[config.mk]
export PLATFORM = sky130hd
export DESIGN_NAME = alu_op_sequencer
export DESIGN_NICKNAME = d
export VERILOG_FILES = /design/src/rtl/alu_seq_pkg.sv /design/src/rtl/alu_seq_settle_cnt.sv /design/src/rtl/alu_op_sequencer.sv
export SDC_FILE = /design/constraint.sdc
export NUM_CORES = 1
export LEC_CHECK = 0
export CAP_MARGIN = 5
export CORE_ASPECT_RATIO = 1.25
export CORE_MARGIN = 2
export CORE_UTILIZATION = 44
export CTS_CLUSTER_SIZE = 20
export DETAILED_ROUTE_END_ITERATION = 10
export PLACE_DENSITY = 0.81
export SLEW_MARGIN = 10
export SYNTH_ARGS = -nofsm -noshare
export SYNTH_HDL_FRONTEND = slang
export SYNTH_SLANG_ARGS = --single-unit
[constraint.sdc]
create_clock -name clk_i -period 4 [get_ports clk_i]
set_clock_uncertainty 0.2 [all_clocks]
set_input_delay 0.4 -clock clk_i [delete_from_list [all_inputs] [get_ports clk_i]]
set_output_delay 0.4 -clock clk_i [all_outputs]
set_load 0.02 [all_outputs]
[src/rtl/alu_seq_pkg.sv]
// Shared constants for the ALU operation sequencer: default widths, settle
// counter width and the FSM state encoding.
package alu_seq_pkg;

  localparam int DATA_W_DEF = 5;
  localparam int OP_W_DEF   = 4;
  localparam int CNT_W      = 4;

  typedef logic [1:0] state_t;

  localparam state_t ST_IDLE = 2'd0;
  localparam state_t ST_WAIT = 2'd1;
  localparam state_t ST_DONE = 2'd2;

endpackage

[src/rtl/alu_seq_settle_cnt.sv]
// Settle-time down-counter: loaded on command acceptance, counts down while
// the ALU output settles, flags terminal count.
module alu_seq_settle_cnt
  import alu_seq_pkg::*;
(
  input  logic             clk_i,
  input  logic             rst_i,
  input  logic             load_i,
  input  logic [CNT_W-1:0] load_val_i,
  input  logic             dec_i,
  output logic [CNT_W-1:0] value_o,
  output logic             zero_o
);

  logic [CNT_W-1:0] cnt_q, cnt_d;

  always_comb begin
    cnt_d = cnt_q;
    if (load_i) begin
      cnt_d = load_val_i;
    end else if (dec_i && (cnt_q != '0)) begin
      cnt_d = cnt_q - 1'b1;
    end
  end

  always_ff @(posedge clk_i) begin
    if (rst_i) begin
      cnt_q <= '0;
    end else begin
      cnt_q <= cnt_d;
    end
  end

  assign value_o = cnt_q;
  assign zero_o  = (cnt_q == '0);

endmodule

[src/rtl/alu_op_sequencer.sv]
// Issues opcode/operands to an external ALU, waits SETTLE_CYC cycles, returns
// the sampled result. Define ALU_OP_SEQUENCER_PERF_EN for a live op_count.
//
// state | meaning
// IDLE  | ready for a command, ALU inputs hold the last issued values
// WAIT  | ALU inputs driven, settle counter running
// DONE  | result held on res_data_o until the consumer takes it
module alu_op_sequencer
  import alu_seq_pkg::*;
#(
  parameter int DATA_W     = DATA_W_DEF,
  parameter int OP_W       = OP_W_DEF,
  parameter int SETTLE_CYC = 1
) (
  input  logic              clk_i,
  input  logic              rst_i,
  input  logic              cmd_valid_i,
  output logic              cmd_ready_o,
  input  logic [OP_W-1:0]   cmd_op_i,
  input  logic [DATA_W-1:0] cmd_a_i,
  input  logic [DATA_W-1:0] cmd_b_i,
  input  logic              cmd_use_acc_i,
  input  logic              acc_clr_i,
  output logic [OP_W-1:0]   alu_s_o,
  output logic [DATA_W-1:0] alu_a_o,
  output logic [DATA_W-1:0] alu_b_o,
  input  logic [DATA_W-1:0] alu_y_i,
  output logic              res_valid_o,
  input  logic              res_ready_i,
  output logic [DATA_W-1:0] res_data_o,
  output logic [15:0]       op_count_o
);

  state_t            state_q, state_d;
  logic              cmd_ready_q, cmd_ready_d;
  logic              res_valid_q, res_valid_d;
  logic [DATA_W-1:0] res_data_q, res_data_d;
  logic [OP_W-1:0]   alu_s_q, alu_s_d;
  logic [DATA_W-1:0] alu_a_q, alu_a_d;
  logic [DATA_W-1:0] alu_b_q, alu_b_d;
  logic [DATA_W-1:0] acc_q, acc_d;

  logic             accept;
  logic             res_hs;
  logic [CNT_W-1:0] cnt_val;
  logic             cnt_zero;

  assign accept = cmd_valid_i && cmd_ready_q && (state_q == ST_IDLE);
  assign res_hs = res_valid_q && res_ready_i && (state_q == ST_DONE);

  alu_seq_settle_cnt u_settle_cnt (
    .clk_i      (clk_i),
    .rst_i      (rst_i),
    .load_i     (accept),
    .load_val_i (CNT_W'(SETTLE_CYC - 1)),
    .dec_i      ((state_q == ST_WAIT) && (cnt_val != '0)),
    .value_o    (cnt_val),
    .zero_o     (cnt_zero)
  );

  always_comb begin
    state_d     = state_q;
    res_valid_d = res_valid_q;
    res_data_d  = res_data_q;
    alu_s_d     = alu_s_q;
    alu_a_d     = alu_a_q;
    alu_b_d     = alu_b_q;
    acc_d       = acc_q;
    case (state_q)
      ST_IDLE: begin
        if (accept) begin
          alu_s_d = cmd_op_i;
          alu_a_d = cmd_use_acc_i ? acc_q : cmd_a_i;
          alu_b_d = cmd_b_i;
          state_d = ST_WAIT;
        end
      end
      ST_WAIT: begin
        if (cnt_zero) begin
          res_data_d  = alu_y_i;
          res_valid_d = 1'b1;
          state_d     = ST_DONE;
        end
      end
      ST_DONE: begin
        if (res_hs) begin
          res_valid_d = 1'b0;
          acc_d       = res_data_q;
          state_d     = ST_IDLE;
        end
      end
      default: state_d = ST_IDLE;
    endcase
    // Clear beats a coinciding result load; acceptance already sampled acc_q.
    if (acc_clr_i) begin
      acc_d = '0;
    end
    cmd_ready_d = (state_d == ST_IDLE);
  end

  always_ff @(posedge clk_i) begin
    if (rst_i) begin
      state_q     <= ST_IDLE;
      cmd_ready_q <= 1'b0;
      res_valid_q <= 1'b0;
      res_data_q  <= '0;
      alu_s_q     <= '0;
      alu_a_q     <= '0;
      alu_b_q     <= '0;
      acc_q       <= '0;
    end else begin
      state_q     <= state_d;
      cmd_ready_q <= cmd_ready_d;
      res_valid_q <= res_valid_d;
      res_data_q  <= res_data_d;
      alu_s_q     <= alu_s_d;
      alu_a_q     <= alu_a_d;
      alu_b_q     <= alu_b_d;
      acc_q       <= acc_d;
    end
  end

`ifdef ALU_OP_SEQUENCER_PERF_EN
  logic [15:0] op_count_q;

  always_ff @(posedge clk_i) begin
    if (rst_i) begin
      op_count_q <= '0;
    end else if (res_hs) begin
      op_count_q <= op_count_q + 16'd1;
    end
  end

  assign op_count_o = op_count_q;
`else
  assign op_count_o = '0;
`endif

  assign cmd_ready_o = cmd_ready_q;
  assign res_valid_o = res_valid_q;
  assign res_data_o  = res_data_q;
  assign alu_s_o     = alu_s_q;
  assign alu_a_o     = alu_a_q;
  assign alu_b_o     = alu_b_q;

endmodule

==> flow_metrics.py <==
metrics = {
    "status": {
        "run_status": "finished, final reports clean",
    },
    "timing": {
        "max_slew_margin_pct": 35.4,
        "fin_hold_ws_ns": 0.257,
        "setup_viol": 0,
        "post-route-period-util_pct": 50.0,
        "worst_pin_slew_ns": 0.967,
        "finalMaxSlewViolations": 0,
        "timing.fmax_ghz": 0.500,
        "setup-tns-final_ns": 0,
        "rsz0062_at_grt": "no",
        "fin_crit_ns": 2.00,
        "hold_viol": 0,
    },
    "layout": {
        "fill_cells": 262,
        "antenna_cells_inserted": 0,
        "ff_latch_area_um2": 641,
        "drive_above_1_share_pct": 5.47,
        "final_cell_mix": "45 x clkdlybuf4s50_1, 32 x dfxtp_1, 21 x nand2_1, 21 x a21oi_1, 16 x conb_1",
        "area_growth_pct": 31.6,
        "layoutNonFillerInstCount": 237,
        "final_core_util_pct": 61.5,
        "fin_nets": 226,
        "multi_input_area_um2": 637,
        "layout_commonest_cell": "clkdlybuf4s50_1",
        "stdcell_area_um2": 1850,
    },
    "detailed_routing": {
        "drtIter0Drc": 27,
        "drt-pass1-iter-count": 4,
        "avgViaCountPerCell": 5.00,
        "wire_per_inst_um": 12.3,
        "antenna_left": 0,
        "wl_met2_um": 1450,
        "vias": 1186,
        "dr_wl_met3_um": 281,
        "drc": 0,
        "wl_met1_um": 1130,
        "route.top_layer_used": "met4",
        "finalWirelength_um": 2920,
    },
    "global_routing": {
        "grt_pass1_vias": 1124,
        "grt_start_max_net_pins": 29,
        "antenna_found_initial": 0,
        "grt_first_pass_wirelength_um": 4750,
        "grt_overflow": 0,
        "track_usage_pct": 18.2,
    },
    "worst_setup_path": {
        "cp_data_arrival_time_ns": 2.05,
        "r2r-end": "u_settle_cnt.value_o[3]$_SDFFE_PP0P_",
        "end_kind": "flop",
        "reg2regPathDepth": 5,
        "crit_required_ns": 4.05,
        "rrSetupSlack_ns": 2.18,
        "worst_setup_path_start_kind": "input port",
        "reg2reg_from": "u_settle_cnt.value_o[0]$_SDFFE_PP0P_",
        "critPathKind": "input port to flop",
        "cp_max_fo": 28,
    },
    "synth": {
        "ys_types": 30,
        "syn_area_per_cell_um2": 8.82,
        "syn_area_um2": 1400,
        "yosysWarnings": 0,
        "synth_seq_cells": 32,
        "seq_area_frac_synth_pct": 45.7,
        "synthCells": 159,
    },
    "hold_path": {
        "min_path_type": "flop to flop",
        "hold_start": "alu_b_o[1]$_SDFFE_PP0P_",
        "whs_endpoint": "alu_b_o[1]$_SDFFE_PP0P_",
        "worstHoldPathCells": 2,
    },
    "floorplan": {
        "num_io_pins": 62,
        "dieHeight_um": 67.1,
        "row_count": 22,
        "start_util_pct": 46.7,
        "coreArea_um2": 3000,
        "die_w_um": 54.5,
        "die_area_um2": 3660,
    },
    "clocking": {
        "cts_root_buf": "clkbuf_4",
        "numClockSinks": 32,
        "cts_hold_buf": 0,
        "clk_pin_slew_ns": 0.09,
        "htree_levels": 2,
        "cts_resized": 0,
        "post-cts-setup-buffer-count": 0,
        "clkLatencyLatePin_ns": 0.34,
        "cts-buffers-inserted": 5,
        "clk_path_buf_depth": 2,
        "tritoncts": "done",
    },
    "placement": {
        "globalplace.congestion": 0.733,
        "io_buffers": 45,
        "post_dp_cell_area_um2": 1780,
        "hpwl_um": 2200,
        "dp.cells": 229,
    },
    "power_and_ir_drop": {
        "power_leakage_uw": 0.000715,
        "vdd_ir_drop_max_mv": 0.262,
        "p_per_area_nw_per_um2": 355,
    },
    "job": {
        "maxCapViolCount": 0,
    },
}
## kinds of logic (layout without fill, tap and decap cells)
kind of cell,after synthesis,count (layout),share of synthesized area [%]
AO/OA/AOI/OAI,35,35,13.6
AND/OR/NAND/NOR,51,51,19.4
multiplexers,10,10,7.14
buffers and inverters,29,56,12.9
adder cells (fa/ha/maj),1,1,0.892
other,1,16,0.267
flip-flops,32,32,45.7
## per-layer routing
layer	vias up	global-route usage, %
met2	55	29.4
met4	0	9.69
met3	6	7.62
met5	-	0
li1	595	-
met1	530	19.6
## cell usage after synthesis, drive strengths merged
master / instances / area share (%)
a211oi: 5 / 2.7
a21oi: 21 / 7.5
a311oi: 1 / 0.62
and4bb: 1 / 0.89
buf: 22 / 11
clkbuf: 4 / 1.1
conb: 1 / 0.27
dfxtp: 32 / 46
ha: 1 / 0.89
inv: 3 / 0.80
mux2i: 10 / 7.1
nand2: 21 / 5.6
nand2b: 2 / 1.4
nand3: 6 / 2.1
nand3b: 1 / 0.54
nand4b: 1 / 0.62
nand4bb: 1 / 0.80
nor2: 6 / 1.6
nor2b: 1 / 0.45
nor3: 5 / 1.8
nor3b: 2 / 1.4
o21ai: 8 / 2.9
or3: 1 / 0.45
or3b: 1 / 0.62
or4: 2 / 1.1
## cell type report
cell class,instances,area share [%]
inverter,3,0.610
sequential,32,34.7
clock inverter,2,0.542
clock buffer,6,2.78
multi-input combinational,113,34.5
tap,36,2.44
timing repair buffer,45,24.4
## power breakdown
part	switching (µW)	total [µW]	internal, µW
clock	108	191	83.5
combinational	64.7	122	56.9
sequential	9.22	342	333
total	182	655	473
## per-stage QoR
stage               power (µW)  setup WS [ns]
finish                     655           2.00
global route               688           1.90
CTS                        660           2.03
detailed placement         472           1.67
global placement           469           1.73
floorplan                  429           2.40
## how the worst max path moves through the flow
stage | startpoint | end | slack [ns] | cells after the start
6_report | rst_i | u_settle_cnt.value_o[1]$_SDFFE_PP0P_ | 2.00 | 3
5_1_grt | rst_i | u_settle_cnt.value_o[1]$_SDFFE_PP0P_ | 1.90 | 3
4_1_cts | rst_i | u_settle_cnt.value_o[1]$_SDFFE_PP0P_ | 2.03 | 3
3_5_place_dp | rst_i | u_settle_cnt.value_o[1]$_SDFFE_PP0P_ | 1.67 | 3
3_3_place_gp | rst_i | u_settle_cnt.value_o[1]$_SDFFE_PP0P_ | 1.73 | 3
2_1_floorplan | u_settle_cnt.value_o[0]$_SDFFE_PP0P_ | u_settle_cnt.value_o[3]$_SDFFE_PP0P_ | 2.40 | 5
## state kept, by name, indices dropped and copies added (netlist names)
signal / cells
res_valid_o: 1
u_settle_cnt.value_o: 4
alu_s_o: 4
alu_b_o: 5
cmd_ready_o: 1
res_data_o: 5
alu_a_o: 5
acc_q: 5
state_q: 2
## critical path: stages
cell and delay, ns:
clkdlybuf4s50_1 0.90, nand2b_1 0.46, a311oi_1 0.29
(Power assumes the default switching activity.)
